<file path="config.mk">
export PLATFORM = sky130hd
export DESIGN_NAME = godai_trace_buffer
export DESIGN_NICKNAME = d
export VERILOG_FILES = /design/src/rtl/godai_trace_buffer.sv
export SDC_FILE = /design/constraint.sdc
export NUM_CORES = 2
export LEC_CHECK = 0
export BUFFER_PORTS_ARGS = -buffer_cell sky130_fd_sc_hd__buf_2
export CORE_MARGIN = 2
export CORE_UTILIZATION = 62
export DETAILED_ROUTE_END_ITERATION = 10
export PLACE_DENSITY_LB_ADDON = 0.2
export SKIP_LAST_GASP = 1
export SLEW_MARGIN = 20
export SYNTH_ARGS = -nofsm -noshare
export SYNTH_HDL_FRONTEND = slang
export SYNTH_SLANG_ARGS = --single-unit
</file>
<file path="constraint.sdc">
create_clock -name clk -period 9.6 [get_ports clk]
set_input_delay 0.96 -clock clk [delete_from_list [all_inputs] [get_ports clk]]
set_output_delay 0.96 -clock clk [all_outputs]
set_load 0.03 [all_outputs]
</file>
<file path="src/rtl/godai_trace_buffer.sv">
// Trace capture unit for the Godai core: timestamps per-cycle core events and
// queues one record per active cycle in a first-word-fall-through FIFO drained over valid/ready.
module godai_trace_buffer #(
  parameter int          ADDR_WIDTH = 32,
  parameter int          TS_WIDTH   = 16,
  parameter int          DEPTH      = 16,
  parameter int          DROP_WIDTH = 8,
  parameter logic [4:0]  EVENT_MASK = 5'b11111
) (
  input  logic                              clk,
  input  logic                              rst_n,
  input  logic                              enable_i,
  input  logic                              is_decoding_i,
  input  logic                              jump_done_i,
  input  logic                              branch_valid_i,
  input  logic                              branch_decision_i,
  input  logic [ADDR_WIDTH-1:0]             pc_i,
  input  logic                              data_req_i,
  input  logic                              data_gnt_i,
  input  logic                              data_we_i,
  input  logic [ADDR_WIDTH-1:0]             data_addr_i,
  output logic                              trace_valid_o,
  input  logic                              trace_ready_i,
  output logic [TS_WIDTH+9+2*ADDR_WIDTH-1:0] trace_data_o,
  output logic [$clog2(DEPTH):0]            level_o,
  output logic [DROP_WIDTH-1:0]             dropped_o
);

  localparam int PW    = $clog2(DEPTH);
  localparam int REC_W = TS_WIDTH + 9 + 2 * ADDR_WIDTH;

  // Stream handshake: a record transfers on every edge where trace_valid_o and
  // trace_ready_i are both high; while valid is high and ready low, trace_data_o
  // holds stable and valid never drops except through reset.

  logic [TS_WIDTH-1:0] ts;
  logic                ts_wrap;
  logic                pend_wrap;
  logic                pend_ovf;
  logic [PW:0]         wr_ptr;
  logic [PW:0]         rd_ptr;
  logic [REC_W-1:0]    mem [DEPTH];

  logic ev_decode, ev_jump, ev_branch, ev_taken, ev_load, ev_store;
  logic capture, full, empty, push, pop, drop;
  logic [REC_W-1:0] rec;

  assign ev_decode = is_decoding_i & EVENT_MASK[0];
  assign ev_jump   = jump_done_i & EVENT_MASK[1];
  assign ev_branch = branch_valid_i & EVENT_MASK[2];
  assign ev_taken  = branch_valid_i & branch_decision_i & EVENT_MASK[2];
  assign ev_load   = data_req_i & data_gnt_i & ~data_we_i & EVENT_MASK[3];
  assign ev_store  = data_req_i & data_gnt_i & data_we_i & EVENT_MASK[4];

  assign capture = enable_i & (ev_decode | ev_jump | ev_branch | ev_load | ev_store);
  assign ts_wrap = &ts;

  assign empty = (wr_ptr == rd_ptr);
  assign full  = (wr_ptr[PW] != rd_ptr[PW]) && (wr_ptr[PW-1:0] == rd_ptr[PW-1:0]);
  assign pop   = trace_valid_o & trace_ready_i;
  // A full FIFO still accepts a record when the head leaves in the same cycle.
  assign push  = capture & (~full | pop);
  assign drop  = capture & full & ~pop;

  // A wrap landing on the same edge as a write is reported in that record.
  assign rec = {ts, pend_wrap | ts_wrap, 1'b0, pend_ovf,
                ev_taken, ev_store, ev_load, ev_branch, ev_jump, ev_decode,
                (ev_load | ev_store) ? data_addr_i : {ADDR_WIDTH{1'b0}},
                ev_decode ? pc_i : {ADDR_WIDTH{1'b0}}};

  always_ff @(posedge clk or negedge rst_n) begin
    if (!rst_n) begin
      ts        <= '0;
      pend_wrap <= 1'b0;
      pend_ovf  <= 1'b0;
      wr_ptr    <= '0;
      rd_ptr    <= '0;
      dropped_o <= '0;
    end else begin
      ts <= ts + 1'b1;
      if (push) begin
        pend_wrap <= 1'b0;
        pend_ovf  <= 1'b0;
        wr_ptr    <= wr_ptr + 1'b1;
      end else begin
        if (ts_wrap) pend_wrap <= 1'b1;
        if (drop)    pend_ovf  <= 1'b1;
      end
      if (pop) rd_ptr <= rd_ptr + 1'b1;
      if (drop && !(&dropped_o)) dropped_o <= dropped_o + 1'b1;
    end
  end

  always_ff @(posedge clk) begin
    if (push) mem[wr_ptr[PW-1:0]] <= rec;
  end

  assign trace_valid_o = ~empty;
  assign trace_data_o  = empty ? {REC_W{1'b0}} : mem[rd_ptr[PW-1:0]];
  assign level_o       = wr_ptr - rd_ptr;

endmodule

</file>
==> out/metrics.cfg <==
[timing]
hold_viol=0
fin_crit_sh_pct=60.20
rsz0062_at_grt=no
fin_ws_ns=3.821
fin_crit_ns=5.779
maxSlewViolCount=0
setup-violations-final=0
fmax_mhz=173.0
tns_ns=0
relSlewSlack_pct=25.11
tightest_slew_ns=1.123
skew_ns=0.03583

[synth]
synthArstFlopShare_pct=2.493
yosys-top-cells-area=edfxtp_1 76%, mux4_2 14%, mux2i_1 3.2%
syn_area_um2=55570
synthCells=2404
synth-edff-count=1408
yosys.area.top_type=edfxtp_1
synth_seq_cells=1444
yosysUniqueCellTypes=43
ys_seq_area_share_pct=77.71
ys.flop_type=edfxtp_1
yosysTopAreaCellShare_pct=76.09
yosysWarningCount=0
syn_nets=2491
syn_avg_cell_area_um2=23.12

[floorplanning]
die_height_um=303.4
design.core.area_um2=88650
ioPinCount=178
rows=109
initial_utilization_pct=62.69
die_w_um=303.4
die_area_um2=92040

[drt]
post_drt_wl_per_cell_um=30.39
drc=0
vias=25740
drt-total-wl_um=118800
routed_via_density=6.580
drtIter0Drc=3206
antenna_left=0
first_pass_iters=7

[clock_network]
cts_tree=built
cts_setup_buffers=0
cts_root_buffer=clkbuf_16
cts-resized-gates=0
clock_latency_ns=0.76
cts.clk_slew.worst_paths_ns=0.06
h-tree-depth=4
cts.sinks=1444
clock_path_buffers=3
numCtsBuffers=141
hold_buffers=0

[finish]
fin_area_um2=62280
multi_input_area_um2=11760
layoutNonFillerInstCount=3911
antenna_cells=0
final_common_cell=edfxtp_1
fill_cells=5127
seq_area_um2=43190
drive_above_1_share_pct=28.77
synthToLayoutAreaGrowth_pct=12.08
final_nets=2718
fin_util_pct=70.26
layout_common_cells=1,408 x edfxtp_1, 352 x mux4_2, 176 x mux2i_1, 176 x buf_2, 145 x clkbuf_16

[placed_design]
io_buffers=176
place.gp.congestion=0.7433
placed_cells=3650
preCtsSetupSlack_ns=4.400
dpl_cell_area_um2=57650
hpwl_um=58880

[global_routing]
antenna_found_initial=2
grt_pass1_wl_um=174800
grt_max_degree=195
grt.overflow.total=0
grt_pass1_vias=26640
grt_usage_pct=26.54

[worst_setup_path]
critical_path_arrival_ns=4.82
r2r_start=rd_ptr[2]
timing.rr.end=mem[8][25]
crit_type=reg -> out
reg2reg_depth=8
worstPathMaxFanout=48
required_ns=8.64
cp-start-kind=flip-flop
crit_path_end_kind=output port
rrSetupSlack_ns=4.83

[outcome]
status=completed

[pwr]
power_density_nw_per_um2=309.9
p_leak_nw=20.70
ir_worst_vdd_v=0.0003871

[flow_run]
max_cap_viol_count=0

[hold_path]
hold_class=in -> async

## worst max-delay path, stage by stage (launching register included)
cell,delay [ns]
dfrtp_4,0.91
inv_1,0.22
ha_1,0.39
and4_1,0.23
nand2_1,0.16
nand2_4,0.65
buf_4,0.82
o22ai_1,0.37
buf_2,0.29
## metal layers
metal	track usage (%)	part of all wire (%)	routed length, um	up-vias
met5	0	0.012	14	-
met4	7.598	2.1	2537	2
met3	4.983	8.1	9591	188
met2	43.06	50	59900	1175
met1	37.86	39	46790	13710
li1	-	-	-	10670
## how the worst max path moves through the flow
| stage | startpoint | to | cells after the start |
|---|---|---|---|
| floorplan | rd_ptr[1] | mem[15][0] | 9 |
| global placement | rd_ptr[2] | trace_data_o[85] | 6 |
| global route | rd_ptr[0] | trace_data_o[50] | 6 |
| CTS | rd_ptr[2] | trace_data_o[85] | 6 |
| finish | rd_ptr[1] | trace_data_o[64] | 8 |
| detailed placement | rd_ptr[2] | trace_data_o[85] | 6 |
## cells by family after synthesis
group	share of synthesized area, %
flip-flops	77.71
multiplexers	17.52
AND/OR/NAND/NOR	1.601
buffers and inverters	1.254
AO/OA/AOI/OAI	1.128
XOR/XNOR	0.5021
adder cells (fa/ha/maj)	0.2837
other	0.006748
## power by group
part | internal, mW | leakage (nW) | switching, mW
Combinational | 2.37 | 5.11 | 3.74
Sequential | 7.51 | 13.4 | 0.251
Clock | 3.13 | 2.23 | 2.31
Total | 13.0 | 20.7 | 6.30
## state kept, by name, indices dropped and copies added (netlist names)
name       count
ts            16
pend_ovf       1
wr_ptr         5
mem         1408
rd_ptr         5
pend_wrap      1
dropped_o      8
## cell type report
cell class,instances,area share [%]
sequential,1444,69.34
multi-input combinational,823,18.88
clock buffer,166,5.952
tap,1165,2.340
timing repair buffer,213,2.061
clock inverter,92,1.368
inverter,8,0.06027
## Yosys cell counts, types with 7 or more instances
cell / n
ha_1: 11
clkbuf_1: 46
dfrtp_1: 36
nand4_1: 9
mux2i_1: 176
buf_4: 23
buf_6: 8
xor2_1: 14
nand3_1: 15
and3_1: 38
edfxtp_1: 1408
inv_1: 7
mux4_2: 352
and2_1: 48
o22ai_1: 88
nand2_1: 11
buf_1: 23
buf_2: 29
xnor2_1: 16
## through the flow
step,power [mW],hold WS (ns)
final,19.30,0.3685
after global routing,19.99,0.4102
after CTS,19.44,0.3430
after detailed placement,14.03,0.4696
after global placement,13.93,0.4668
after floorplan,12.28,0.4524
Note: power is estimated with default switching activity, not from simulation.
